<file path="src/rtl/core_array_ctrl.sv">
// core_array_ctrl: control plane for the GPU core array.
// Decodes misc opcodes (opcode[15:14] == 2'b11), owns the global register
// file and the per-core enable mask, and serialises one core's accumulator
// LSBs onto a bit-serial output (valid_bit / output_bit / busy / overrun).
// Optional feature macro: CORE_ARRAY_MASK_TOGGLE_EN (mode 2'b11 toggles one
// mask bit when defined; no-op otherwise).
module core_array_ctrl #(
    parameter int NR_CORES       = 4,
    parameter int BIT_WIDTH      = 8,
    parameter int NR_GLOBAL_REGS = 9,
    parameter int OUT_WIDTH      = 1
) (
    input  logic                                clk,
    input  logic                                rst,
    input  logic [15:0]                         opcode,
    input  logic                                execute,
    input  logic [NR_CORES*2*BIT_WIDTH-1:0]     accu_flat,
    output logic [NR_CORES-1:0]                 execute_core,
    output logic [NR_GLOBAL_REGS*BIT_WIDTH-1:0] global_regs_flat,
    output logic                                valid_bit,
    output logic                                output_bit,
    output logic                                busy,
    output logic                                overrun
);

    localparam int ACC_W = 2 * BIT_WIDTH;
    localparam int CNT_W = $clog2(OUT_WIDTH + 1);

    // Architectural state
    logic [NR_CORES-1:0]  enable_mask;
    logic [BIT_WIDTH-1:0] greg [NR_GLOBAL_REGS];
    logic [OUT_WIDTH-1:0] shreg_p1;
    logic [CNT_W-1:0]     cnt_p1;
    logic                 last_bit_p1;
    logic                 overrun_r;

    // Decoded command fields and derived controls
    logic                      misc;
    logic [4:0]                idx;
    logic                      store;
    logic [1:0]                mode;
    logic                      out_cmd;
    logic [NR_CORES-1:0]       idx_core_oh;
    logic [NR_GLOBAL_REGS-1:0] idx_reg_oh;
    logic                      src_found;
    logic [BIT_WIDTH-1:0]      src_data;
    logic [OUT_WIDTH-1:0]      sel_bits;
    logic [NR_CORES-1:0]       mask_nxt;
    logic                      out_accept;
    logic                      out_drop;

    // Opcode bits this block never looks at
    logic unused_opcode_bits;
    assign unused_opcode_bits = ^{opcode[8], opcode[3:0]};

    assign misc    = execute && (opcode[15:14] == 2'b11);
    assign idx     = opcode[13:9];
    assign store   = opcode[7];
    assign mode    = opcode[6:5];
    assign out_cmd = opcode[4];

    assign busy         = (cnt_p1 != '0);
    assign valid_bit    = busy;
    assign output_bit   = busy ? shreg_p1[0] : last_bit_p1;
    assign overrun      = overrun_r;
    assign execute_core = enable_mask & {NR_CORES{execute}};

    for (genvar z = 0; z < NR_GLOBAL_REGS; z++) begin : g_flat
        assign global_regs_flat[z*BIT_WIDTH +: BIT_WIDTH] = greg[z];
    end

    // Decode: index one-hots, store source (lowest enabled core), next mask, output accept/drop
    always_comb begin
        idx_core_oh = '0;
        idx_reg_oh  = '0;
        src_found   = 1'b0;
        src_data    = '0;
        sel_bits    = '0;
        mask_nxt    = enable_mask;
        out_accept  = 1'b0;
        out_drop    = 1'b0;

        // Walk downward so the lowest enabled core is the one left selected
        for (int k = NR_CORES - 1; k >= 0; k--) begin
            if (enable_mask[k]) begin
                src_found = 1'b1;
                src_data  = accu_flat[k*ACC_W +: BIT_WIDTH];
            end
            idx_core_oh[k] = (idx == 5'(k));
            if (idx_core_oh[k]) begin
                sel_bits = accu_flat[k*ACC_W +: OUT_WIDTH];
            end
        end

        for (int z = 0; z < NR_GLOBAL_REGS; z++) begin
            idx_reg_oh[z] = (idx == 5'(z));
        end

        // An out-of-range idx leaves idx_core_oh all zero, which gives the
        // required "all zeros" for mode 01 and "no change" for toggling.
        case (mode)
            2'b01:   mask_nxt = idx_core_oh;
            2'b10:   mask_nxt = '1;
`ifdef CORE_ARRAY_MASK_TOGGLE_EN
            2'b11:   mask_nxt = enable_mask ^ idx_core_oh;
`else
            2'b11:   mask_nxt = enable_mask;
`endif
            default: mask_nxt = enable_mask;
        endcase

        if (misc && out_cmd && (|idx_core_oh)) begin
            out_accept = !busy;
            out_drop   = busy;
        end
    end

    // State update: register file, enable mask, serialiser and sticky overrun
    always_ff @(posedge clk) begin
        if (rst) begin
            enable_mask <= '1;
            for (int z = 0; z < NR_GLOBAL_REGS; z++) begin
                greg[z] <= '0;
            end
            shreg_p1    <= '0;
            cnt_p1      <= '0;
            last_bit_p1 <= 1'b0;
            overrun_r   <= 1'b0;
        end else begin
            if (misc) begin
                if (store && src_found) begin
                    for (int z = 0; z < NR_GLOBAL_REGS; z++) begin
                        if (idx_reg_oh[z]) begin
                            greg[z] <= src_data;
                        end
                    end
                end
                enable_mask <= mask_nxt;
            end
            // Stage p1: serial shift register, one bit presented per busy cycle
            if (out_accept) begin
                shreg_p1 <= sel_bits;
                cnt_p1   <= CNT_W'(OUT_WIDTH);
            end else if (busy) begin
                last_bit_p1 <= shreg_p1[0];
                shreg_p1    <= shreg_p1 >> 1;
                cnt_p1      <= cnt_p1 - CNT_W'(1);
            end
            if (out_drop) begin
                overrun_r <= 1'b1;
            end
        end
    end

endmodule

</file>
<file path="config.mk">
export PLATFORM = sky130hd
export DESIGN_NAME = core_array_ctrl
export DESIGN_NICKNAME = d
export VERILOG_FILES = /design/src/rtl/core_array_ctrl.sv
export SDC_FILE = /design/constraint.sdc
export NUM_CORES = 1
export LEC_CHECK = 0
export BUFFER_PORTS_ARGS = -buffer_cell sky130_fd_sc_hd__buf_2
export CAP_MARGIN = 0
export CELL_PAD_IN_SITES_DETAIL_PLACEMENT = 1
export CELL_PAD_IN_SITES_GLOBAL_PLACEMENT = 1
export CORE_MARGIN = 3
export CORE_UTILIZATION = 32
export DETAILED_ROUTE_END_ITERATION = 8
export PLACE_DENSITY = 0.85
export SLEW_MARGIN = 20
export SYNTH_ARGS = -nofsm -noshare
export SYNTH_HDL_FRONTEND = slang
export SYNTH_SLANG_ARGS = --single-unit
</file>
<file path="constraint.sdc">
create_clock -name clk -period 3.7 [get_ports clk]
set_input_delay 0 -clock clk [delete_from_list [all_inputs] [get_ports clk]]
set_output_delay 0 -clock clk [all_outputs]
set_load 0.02 [all_outputs]
</file>
==> run_results.csv <==
group,metric,value,unit
routing,wire_per_inst,18.8,um
global_route,grt_pass1_wl,11800,um
sta,fin_hold_ws,0.0288,ns
logic_synthesis,synth_cell_types,39,
logic_synthesis,yosysWarningCount,0,
sta,grt_setup_unrepaired,"false",
global_route,grt_pass1_vias,2149,
placement,port_buffers,125,
setup_path,critPathRequiredTime,3.71,ns
power_and_ir_drop,switchingPower,0.000445,W
setup_path,crit_buf_inv,0,
outcome,status,"completed",
global_route,grt_overflow,0,
sta,skew,0.0109,ns
sta,fmax,400,MHz
finish,nets,395,
routing,routed_wl,7990,um
clocking,clk_pin_slew,0.08,ns
finish,n_antenna_cell,0,
routing,first_pass_iters,6,
setup_path,critPathMaxFanout,14,
finish,drive_above_1_share,49.7,%
placement,post-dp-hpwl,5980,um
sta,hold_viol,0,
logic_synthesis,syn_nets,265,
finish,area.growth.synth_to_final,31.7,%
die,chipHeight,103,um
clocking,ctsHoldBuffers,0,
logic_synthesis,avgSynthCellArea,16.6,um2
power_and_ir_drop,power.leakage,1.69,nW
routing,vias,2085,
sta,relSlewSlack,38.5,%
logic_synthesis,syn_area,0.00300,mm2
sta,setup-violations-final,0,
sta,fin_tns_setup,0,ns
die,initial_utilization,33.6,%
power_and_ir_drop,powerDensity,464,mW/mm2
die,dieArea,0.0106,mm2
setup_path,crit_chain,"o41a_4 -> nand4_1 -> a21oi_1",
sta,tightest_slew,0.922,ns
sta,layout_min_cycle_time,2.50,ns
clocking,cts_setup_buffers,0,
global_route,grt_usage,15.1,%
power_and_ir_drop,p_total,0.00183,W
power_and_ir_drop,p_int,0.00139,W
global_route,grt_max_degree,20,
setup_path,critPathSlowestCell,"a21oi_1",
power_and_ir_drop,comb_power_share,9.1,%
logic_synthesis,yosysSeqAreaShare,77.3,%
sta,fin_crit_sh,67.6,%
power_and_ir_drop,p_clk_share,35.0,%
clocking,cts_tree,"built",
global_route,grt_antenna_before_repair,0,
routing,drc_errors,0,
die,core-area,0.00893,mm2
routing,avgViaCountPerCell,4.92,
placement,placed_area,0.00374,mm2
clocking,htreeDepth,3,
clocking,cts_resized,0,
setup_path,cp_top_family,"compound AO/OA/AOI/OAI gates",
clocking,cts-buffers-inserted,9,
clocking,cts_root_buffer,"clkbuf_8",
power_and_ir_drop,switching_share,24.3,%
logic_synthesis,ys_ff_latch,80,
power_and_ir_drop,peakVddDrop,156,uV
setup_path,cp-start-kind,"register",
clocking,clk_latency,0.35,ns
setup_path,setup.worst_path.class,"register to register",
finish,design_area,0.00396,mm2
finish,fill_cells,962,
sta,maxSlewViolCount,0,
routing,antenna_left,0,
power_and_ir_drop,power_frac_seq,55.8,%
die,rows,34,
clocking,clock-sinks,80,
die,io_pins,163,
placement,gp_congestion,0.768,
clocking,cts.path.max_buffers,2,
setup_path,end_kind,"register",
setup_path,cpPeakStageDelay,0.88,ns
logic_synthesis,netlist_instances,181,
die,die-width,103,um
run,cap_violations,0,
setup_path,crit_arrival,2.52,ns
worst_hold_path,hold_path.class,"primary input to register",
routing,drtIter0Drc,53,
## synthesized netlist by cell type
| library cell | number | area [um2] |
|---|---|---|
| edfxtp_1 | 72 | 2160 |
| a21oi_1 | 12 | 60.1 |
| dfxtp_1 | 8 | 160 |
| nor3_1 | 8 | 40.0 |
| a22oi_1 | 7 | 52.6 |
| a211oi_1 | 6 | 45.0 |
| nor2_1 | 6 | 22.5 |
| nor2b_1 | 6 | 37.5 |
| o22ai_1 | 6 | 37.5 |
| a41o_2 | 5 | 56.3 |
| and2_1 | 5 | 31.3 |
| inv_1 | 5 | 18.8 |
| a21o_2 | 3 | 26.3 |
| buf_2 | 3 | 15.0 |
| nand2_1 | 3 | 11.3 |
| a221o_1 | 2 | 20.0 |
| nand3b_1 | 2 | 15.0 |
| a31o_1 | 1 | 8.76 |
| a31oi_1 | 1 | 6.26 |
| a32o_1 | 1 | 10.0 |
| and3_1 | 1 | 6.26 |
| and3_4 | 1 | 11.3 |
| and4_1 | 1 | 8.76 |
| and4b_1 | 1 | 10.0 |
| buf_1 | 1 | 3.75 |
| buf_4 | 1 | 7.51 |
| buf_6 | 1 | 11.3 |
| clkbuf_1 | 1 | 3.75 |
| clkbuf_2 | 1 | 5.00 |
| ha_1 | 1 | 12.5 |
| mux2_2 | 1 | 11.3 |
| mux2i_1 | 1 | 10.0 |
| nand2b_1 | 1 | 6.26 |
| nand4_1 | 1 | 6.26 |
| nor3b_1 | 1 | 7.51 |
| nor4b_1 | 1 | 8.76 |
| o31ai_1 | 1 | 7.51 |
| o41a_4 | 1 | 21.3 |
| or3b_1 | 1 | 8.76 |
## per-layer routing
metal	part of all wire [%]	global-route usage (%)
met5	0	0
met4	1.0	4.48
met3	5.9	3.86
met2	52	26.4
met1	41	18.4
## final timing paths
path / startpoint / to / slack, ns / depth (start not counted)
max: enable_mask[2] / greg[0][0] / 1.20 / 3
min: rst / overrun / 0.03 / 2
max reg2reg: enable_mask[2] / greg[0][0] / 1.20 / 3
min reg2reg: overrun / overrun / 0.47 / 2
## cell usage in the layout (no fill, tap or decap), types with 2 or more instances in the layout
cell type	Yosys	layout
nor3_1	8	8
a211oi_1	6	2
clkinvlp_4	0	2
a21oi_1	12	12
buf_4	1	2
buf_2	3	125
edfxtp_1	72	72
inv_6	0	2
dfxtp_1	8	8
nor2b_1	6	6
inv_1	5	5
nand3b_1	2	2
a211oi_2	0	4
a21o_2	3	3
o22ai_1	6	6
a22oi_1	7	7
and2_1	5	5
a41o_2	5	5
a221o_1	2	2
nor2_1	6	6
nand2_1	3	3
clkbuf_8	0	9
## area by class of cell
type,instances,area (um2),share of cell area [%]
clock buffers,9,124,3.13
clock inverters,7,77.6,1.96
inverters,5,18.8,0.475
multi-input cells,88,637,16.1
flip-flops and latches,80,2320,58.7
well taps,108,135,3.42
repair buffers,127,641,16.2
## cell families after synthesis
kind of cell,synth area share (%)
buffers and inverters,2.17
AND/OR/NAND/NOR,7.71
flip-flops,77.3
AO/OA/AOI/OAI,11.7
adder cells (fa/ha/maj),0.416
multiplexers,0.708
## metrics by stage
stage / setup WS, ns / util [%] / cells
after global placement: 1.10 / 41.8 / 408
after global routing: 0.918 / 44.3 / 424
after detailed placement: 0.963 / 41.9 / 408
after CTS: 0.932 / 44.2 / 424
final: 1.20 / 44.3 / 424
after floorplan: 2.05 / - / 181
## state kept, by name (all words and copies together) (netlist names)
signal / cells
shreg_p1: 1
enable_mask: 4
last_bit_p1: 1
overrun: 1
greg: 72
busy: 1
## power by group through the flow
stage	registers, W	clock network, W	logic, W
2_1_floorplan	0.00108	0	0.0000560
3_3_place_gp	0.00104	0	0.000165
3_5_place_dp	0.00105	0	0.000169
4_1_cts	0.00103	0.000666	0.000170
5_1_grt	0.00103	0.000704	0.000183
6_report	0.00102	0.000642	0.000168
(Power assumes the default switching activity.)
